$ cat src/rtl/capture_pkg.sv
// Shared constants and state encoding for the DSO capture sequencer.
package capture_pkg;
  localparam int AW = 9;
  localparam int DEPTH = 1 << AW;
  localparam int DW = 4;
  localparam int PW = 16;

  typedef enum logic [2:0] {
    IDLE,
    FILL,
    ARMED,
    POST,
    DONE
  } cap_state_t;
endpackage

$ cat src/rtl/capture_ctrl_tick.sv
// Decimation prescaler: one tick every 2**decimator clocks while enabled.
module sample_tick_gen
  import capture_pkg::*;
(
  input  logic          clk,
  input  logic          rst_n,
  input  logic          en,
  input  logic [DW-1:0] decimator,
  output logic          tick
);
  logic [PW-1:0] cnt;
  logic [PW-1:0] term;

  assign term = (PW'(1) << decimator) - PW'(1);
  assign tick = en && (cnt == term);

  always_ff @(posedge clk) begin
    if (!rst_n || !en) begin
      cnt <= '0;
    end else if (tick) begin
      cnt <= '0;
    end else begin
      cnt <= cnt + 1'b1;
    end
  end
endmodule

$ cat src/rtl/capture_ctrl.sv
// Acquisition sequencer: pre-trigger fill, arm, post-trigger count, done.
// Optional CAPTURE_ABORT_EN adds an abort input that returns to IDLE.
module capture_ctrl
  import capture_pkg::*;
(
  input  logic          clk,
  input  logic          rst_n,
  input  logic          start,
  input  logic [AW-1:0] trig_pos,
  input  logic [DW-1:0] decimator,
  input  logic          triggered,
  input  logic          capture_ack,
`ifdef CAPTURE_ABORT_EN
  input  logic          abort,
`endif
  output logic          trig_en,
  output logic          armed,
  output logic          set_capture_done,
  output logic          we,
  output logic [AW-1:0] waddr,
  output logic [AW-1:0] trig_addr,
  output logic          capture_done,
  output logic          busy
);
  cap_state_t    state;
  logic [AW-1:0] tp_q;
  logic [DW-1:0] dec_q;
  logic [AW:0]   pre_cnt;
  logic [AW:0]   pre_nxt;
  logic [AW:0]   pre_quota;
  logic [AW-1:0] post_cnt;
  logic [AW-1:0] post_nxt;
  logic          tick;
  logic          abort_hit;

  sample_tick_gen u_tick (
    .clk       (clk),
    .rst_n     (rst_n),
    .en        (busy),
    .decimator (dec_q),
    .tick      (tick)
  );

`ifdef CAPTURE_ABORT_EN
  assign abort_hit = abort && (state inside {FILL, ARMED, POST});
`else
  assign abort_hit = 1'b0;
`endif

  assign pre_quota = (AW+1)'(DEPTH) - {1'b0, tp_q};
  assign pre_nxt   = pre_cnt + 1'b1;
  assign post_nxt  = post_cnt + 1'b1;

  // trig_pos of 0 means POST holds no samples
  always_comb begin
    we = 1'b0;
    unique case (1'b1)
      (state == FILL):  we = tick;
      (state == ARMED): we = tick;
      (state == POST):  we = tick && (tp_q != '0);
      default:          we = 1'b0;
    endcase
  end

  always_ff @(posedge clk) begin
    if (!rst_n) begin
      state            <= IDLE;
      tp_q             <= '0;
      dec_q            <= '0;
      pre_cnt          <= '0;
      post_cnt         <= '0;
      waddr            <= '0;
      trig_addr        <= '0;
      trig_en          <= 1'b0;
      armed            <= 1'b0;
      set_capture_done <= 1'b0;
      capture_done     <= 1'b0;
      busy             <= 1'b0;
    end else begin
      set_capture_done <= 1'b0;
      if (we) waddr <= waddr + 1'b1;
      if (abort_hit) begin
        state            <= IDLE;
        trig_en          <= 1'b0;
        armed            <= 1'b0;
        busy             <= 1'b0;
        set_capture_done <= 1'b1;
      end else begin
        unique case (state)
          IDLE: if (start) begin
            state   <= FILL;
            tp_q    <= trig_pos;
            dec_q   <= decimator;
            pre_cnt <= '0;
            busy    <= 1'b1;
            trig_en <= 1'b1;
          end
          FILL: if (tick) begin
            pre_cnt <= pre_nxt;
            if (pre_nxt == pre_quota) begin
              state <= ARMED;
              armed <= 1'b1;
            end
          end
          ARMED: if (triggered) begin
            state     <= POST;
            trig_addr <= waddr;
            post_cnt  <= '0;
            trig_en   <= 1'b0;
            armed     <= 1'b0;
          end
          POST: begin
            if (tp_q == '0 || (tick && post_nxt == tp_q)) begin
              state            <= DONE;
              set_capture_done <= 1'b1;
              capture_done     <= 1'b1;
            end else if (tick) begin
              post_cnt <= post_nxt;
            end
          end
          DONE: if (capture_ack) begin
            state        <= IDLE;
            capture_done <= 1'b0;
            busy         <= 1'b0;
          end
          default: state <= IDLE;
        endcase
      end
    end
  end
endmodule

$ cat config.mk
export PLATFORM = sky130hd
export DESIGN_NAME = capture_ctrl
export DESIGN_NICKNAME = d
export VERILOG_FILES = /design/src/rtl/capture_pkg.sv /design/src/rtl/capture_ctrl_tick.sv /design/src/rtl/capture_ctrl.sv
export SDC_FILE = /design/constraint.sdc
export NUM_CORES = 1
export LEC_CHECK = 0
export BUFFER_PORTS_ARGS = -buffer_cell sky130_fd_sc_hd__buf_2
export CAP_MARGIN = 20
export CORE_UTILIZATION = 40
export CTS_CLUSTER_SIZE = 28
export DETAILED_ROUTE_END_ITERATION = 6
export PLACE_DENSITY = 0.63
export SLEW_MARGIN = 10
export SYNTH_ARGS = -nofsm -noshare
export SYNTH_HDL_FRONTEND = slang
export SYNTH_HIERARCHICAL = 1
export SYNTH_SLANG_ARGS = --single-unit
$ cat constraint.sdc
create_clock -name clk -period 4.21 [get_ports clk]
set_input_delay 0.842 -clock clk [delete_from_list [all_inputs] [get_ports clk]]
set_output_delay 0.842 -clock clk [all_outputs]
set_load 0.005 [all_outputs]
# [Word-level counts from Yosys, hierarchy flattened]
# Cells that the tools add are included.
[word_totals] ff_bits=74 elab_cells=89
[op_classes] mux=26 n_reduce_logical=28 shift=1 addsub=6 eq_ne=15
[ops] operator="9-bit 2-to-1 mux" n=3
[ops] operator="10-bit 2-to-1 mux" n=2
[ops] operator="10-bit case mux with 2 select lines" n=1
[ops] operator="9-bit by 1-bit adder with 9-bit output, second input constant" n=2
[ops] operator="3-bit 2-to-1 mux" n=6
[ops] operator="9-bit case mux with 2 select lines" n=1
[ops] operator="16-bit by 1-bit adder with 16-bit output, second input constant" n=1
[ops] operator="16-bit equality test" n=1
[ops] operator="1-bit by 4-bit left shift with 16-bit output, first input constant" n=1
[ops] operator="16-bit by 2-bit subtractor with 16-bit output, second input constant" n=1
[ops] operator="3-bit case mux with 5 select lines" n=1
[ops] operator="2-bit != test, second input constant" n=6
[ops] operator="3-bit AND reduction" n=4
[ops] operator="2-bit nonzero test" n=6
[ops] operator="10-bit by 1-bit adder with 10-bit output, second input constant" n=1
[ops] operator="10-bit equality test" n=1
[ops] operator="1-bit case mux with 2 select lines" n=5
[ops] operator="10-bit by 9-bit subtractor with 10-bit output, first input constant" n=1
[ops] operator="9-bit equality test" n=1
[ops] operator="9-bit logical NOT" n=1
[ops] operator="9-bit nonzero test" n=1
[ops] operator="4-bit AND reduction" n=2
[ops] operator="1-bit 2-to-1 mux" n=7
[ops] operator="3-bit by 2-bit equality test with 1-bit output, second input constant" n=2
[ops] operator="other kinds (10)" n=18

# [Longest topological paths before layout]
[logic_depth] ltp_word=8 depth_mapped=19 depth_no_buf=14

# [Cells and area by module]
# The synthesis kept the hierarchy.
[by_module_without_submodules] module="capture_ctrl" seq_area_each_um2=1161.1 cells_each=421 area_per_inst_um2=3258.1 instances=1
[by_module_without_submodules] module="sample_tick_gen" seq_area_each_um2=320.3 cells_each=161 area_per_inst_um2=1275.0 instances=1

# [Worst setup path after synthesis]
# No wires, ideal clock.
[synth_path] path_type="reg2out" startpoint="register dec_q[3]" endpoint="output port we" required_time_ns=3.368 slack_ns=0.323 path_stages_with_launch=15 arrival_ns=3.045 path_cell_list="dfxtp_1 buf_6 or4_4 ha_1 buf_2 clkbuf_1 nand2_1 nor2_1 or3_1 a22oi_1 and4_1 buf_6 buf_12 nor4bb_1 clkbuf_1"
[synth_via] elab_chain_cells=6
[synth_lines] item="from (decl)" line="capture_ctrl.sv:27" text="logic [DW-1:0] dec_q;"
[synth_lines] item="from (signal assigned)" line="capture_ctrl.sv:93" text="dec_q <= decimator;"
[synth_lines] item="1-bit by 4-bit left shift with 16-bit output (*)" line="capture_ctrl_tick.sv:14" text="assign term = (PW'(1) << decimator) - PW'(1);"
[synth_lines] item="16-bit by 2-bit subtractor with 16-bit output (*)" line="capture_ctrl_tick.sv:14"
[synth_lines] item="16-bit equality test (*)" line="capture_ctrl_tick.sv:15" text="assign tick = en && (cnt == term);"
[synth_lines] item="1-bit logical AND (*)" line="capture_ctrl_tick.sv:15"
[synth_lines] item="via tick" line="capture_ctrl.sv:33" text="logic tick;"
[synth_lines] item="1-bit logical AND" line="capture_ctrl.sv:60" text="(state == POST): we = tick && (tp_q != '0);"
[synth_lines] item="1-bit case mux with 2 select lines (*)" line="capture_ctrl.sv:57" text="unique case (1'b1)"
[synth_lines] item="to (decl)" line="capture_ctrl.sv:19" text="output logic we,"
# Mark *: on every way through the listed nets, which the timed path passes. The rest lies on a longest branch.

# [Worst setup path in the final report]
# Same ends and word-level chain as after synthesis.

==> metrics <==
status=completed; GRT Overall Usage=0.214; clk_lat worst skew=0.35 ns; reg2reg setup slack=~0.30 ns; DR pass1 iterations=5; worst slew pin tran=between 0.8 and 0.9 ns; slowest cell on the critical path=or4_4; delay-heaviest family, CP=simple AND/OR/NAND/NOR gates; top_reg_cell synth=dfxtp_1; layout cell share with drive strength beyond 1=0.140; minimum clock period=between 4 and 5 ns; synthesized instance count=582; critical path arrival=approximately 3.2 ns; final hold vios=0; Post-Syn Nets=a little over 600; worst vdd ir=0.171 mV; Clock transition at path regs=0.06 ns; Die H=around 110 um; CTS HTree Levels=3; Post-synth EDFFs=0; critical path endpoint=we; HPWL Detailed=~8000 um; I/O Pins=42; clk sink count=74; CP cell instances=or4_4 > ha_2 > or4b_1 > a21oi_2 > o21ai_0 > a32oi_1 > and4_4 > nor4bb_4 > buf_2; clock skew=between 0.006 and 0.007 ns; multiplexer share of the synthesized area=0.0113; antenna violations before repair=0; HP Class=reg -> reg; Min Hold Slack=0.451 ns; Reg2Reg Capture Point=state[1]$_SDFFE_PN0P_; Simple-Gate Fraction of Synth Area=0.299; R2R depth=11; cell area after layout=0.00514 mm2; commonest non-fill, non-tap cell in the layout=nand2_1; Row Count=38; placed cell area=0.00482 mm2; unrepaired setup endpoints after global routing=false; PD cells=339 mW/mm2; number of synthesized register bits=74; Layout Nets=634; postcts setup bufs=0; Adder-Cell Fraction of Synth Area=0.0193; initial core utilization=0.415; Cell variety after synth=67; Clock Tree Buf Depth=2; Syn. warnings=6; highest clock rate=~0.25 GHz; Post-Route WL=~12000 um; Die X=108 um; max_cap viols=0; most frequent cells in the layout=78 x nand2_1, 74 x dfxtp_1, 46 x nor2_1, 44 x a21oi_1, 42 x buf_2; Synth async-reset ratio=0; GPL Wtd Cong=0.880; sequential fraction of the synthesis area=0.327; total gr overflow=0; Slowest Stage Delay on Critical Path=between 0.5 and 0.6 ns; Setup TNS Final=0 ns; RR Startpoint=dec_q[3]$_SDFFE_PN0P_; final cycle utilization of the critical path=0.966; quantity of I/O buffers inserted on ports=41; synthesized cell area=roughly 0.0045 mm2; CP startpoint=dec_q[3]$_SDFFE_PN0P_; CP Capture Type=output pin; largest family of logic cells by synthesized area=simple AND/OR/NAND/NOR gates; Slew headroom=0.431; vias after detailed routing=4269; # setup viols final=0; first-pass GRT wire length=19600 um; Num CTS Buffers=9; post-synthesis compound-gate area fraction=0.181; Iter 0 DRT Violations=~290; Vias/cell=5.67; syn avg cell area=7.79 um2; overall power=1.74 mW; Core Footprint=0.0109 mm2; Antenna Violating Nets Remaining=0; Layout area overhead=13.5%; crit path max fanout=5; startpoint types=flip-flop; die area=0.0118 mm2; P_leak=around 1.9 nW; Req. time, crit path=3.37 ns; Final Slew Violations=0; xor/xnor share of the synthesized area=0.107; CTS tree=built; wire per inst=between 15 and 20 um; Buf+Inv Stages, Crit Path=1; Root Buffer=clkbuf_16; number of diodes=0; largest net degree at the start of global routing=30; CTS Hold Buffers Added=0; # DRC=0; CP Class=reg -> out; vias in the first global route=4044; Crit. path cell count=9
[how the worst min path moves through the flow]
| stage | from | to | slack [ns] | depth (start not counted) |
|---|---|---|---|---|
| global route | trig_addr[5]$_SDFFE_PN0P_ | trig_addr[5]$_SDFFE_PN0P_ | 0.49 | 2 |
| detailed placement | trig_addr[1]$_SDFFE_PN0P_ | trig_addr[1]$_SDFFE_PN0P_ | 0.44 | 2 |
| finish | trig_addr[4]$_SDFFE_PN0P_ | trig_addr[4]$_SDFFE_PN0P_ | 0.45 | 2 |
| global placement | trig_addr[1]$_SDFFE_PN0P_ | trig_addr[1]$_SDFFE_PN0P_ | 0.44 | 2 |
| floorplan | dec_q[1]$_SDFFE_PN0P_ | dec_q[1]$_SDFFE_PN0P_ | 0.45 | 2 |
| CTS | trig_addr[1]$_SDFFE_PN0P_ | trig_addr[1]$_SDFFE_PN0P_ | 0.45 | 2 |
[flip-flops by register name, summed over array words and instances (netlist names)]
name	cells
armed	1
busy	1
capture_done	1
dec_q	4
post_cnt	9
pre_cnt	10
set_capture_done	1
state	3
tp_q	9
trig_addr	9
trig_en	1
u_tick/cnt	16
waddr	9
[worst reg2reg max path, cell delays in order (launching register included)]
cell     delay [ns]
dfxtp_1        0.31
or4_4          0.56
ha_2           0.22
or4b_1         0.54
a21oi_2        0.16
o21ai_0        0.11
a32oi_1        0.23
and4_4         0.30
nand4_1        0.11
or4_1          0.71
o311a_1        0.38
o21ba_1        0.18
[power breakdown]
part | internal (mW) | total, mW | switching, mW
clock | 0.457 | 0.774 | 0.317
sequential | 0.711 | 0.730 | 0.0189
combinational | 0.106 | 0.240 | 0.134
[through the flow]
step / cells / worst slack [ns] / util
final: 753 / 0.144 / 0.470
after global placement: 737 / 0.251 / 0.441
after detailed placement: 737 / 0.202 / 0.441
after floorplan: 582 / 0.323 / -
after CTS: 752 / 0.0152 / 0.469
after global routing: 753 / 0.0224 / 0.470
[Yosys cell counts (all sizes together), types with 2 or more instances]
master   instances  area share
a2111oi          5       0.012
clkbuf          28       0.023
buf             10       0.018
o21a             5      0.0083
a221oi           6       0.012
o21ai           28       0.031
o31ai            2      0.0033
nand4           16       0.022
nor2b            3      0.0041
and3             8       0.011
nor4b            4      0.0077
nand2b           9       0.012
nor4             8       0.011
nor2            46       0.038
o31a             2      0.0039
nand2           78       0.065
ha               7       0.019
a211oi           3      0.0050
nor3            26       0.030
o211ai           2      0.0033
and4             4      0.0077
a21oi           45       0.050
xnor2           32       0.062
xor2            18       0.035
a22oi            3      0.0050
o22ai            2      0.0028
inv             17       0.014
nand3b           6      0.0099
a32oi            2      0.0039
a211o            2      0.0039
or4              6       0.012
mux2i            4      0.0088
or3             12       0.017
nand3           22       0.024
and2             5      0.0069
a31oi            4      0.0055
nor3b            4      0.0066
a21boi           2      0.0033
dfxtp           74        0.33
[cell type report]
type | count | area, um2
tap | 140 | 175
sequential | 74 | 1480
inverter | 17 | 63.8
fill | 1103 | 5790
clock inverter | 6 | 68.8
timing repair buffer | 54 | 300
multi-input combinational | 453 | 2830
clock buffer | 9 | 225
[cells by family (layout without fill, tap and decap cells)]
logic type / after synthesis / after routing
adder cells (fa/ha/maj): 7 / 7
buffers and inverters: 55 / 86
flip-flops: 74 / 74
AND/OR/NAND/NOR: 263 / 263
AO/OA/AOI/OAI: 126 / 126
XOR/XNOR: 52 / 52
multiplexers: 5 / 5
[layer usage]
| metal | vias up | part of all wire | global-route usage |
|---|---|---|---|
| met4 | 0 | 0.020 | 0.0956 |
| met5 | - | 0 | 0 |
| met1 | 1991 | 0.46 | 0.269 |
| met2 | 111 | 0.47 | 0.342 |
| li1 | 2148 | - | - |
| met3 | 19 | 0.056 | 0.0555 |
[what timing repair did]
item / CTS / global route
gates cloned: 0 / 0
endpoints found under the setup margin: 1 / 1
hold endpoints to repair: 0 / 0
gates resized for setup: 3 / 3
pin swaps: 0 / 3
Power figures use the tool's default switching activity.
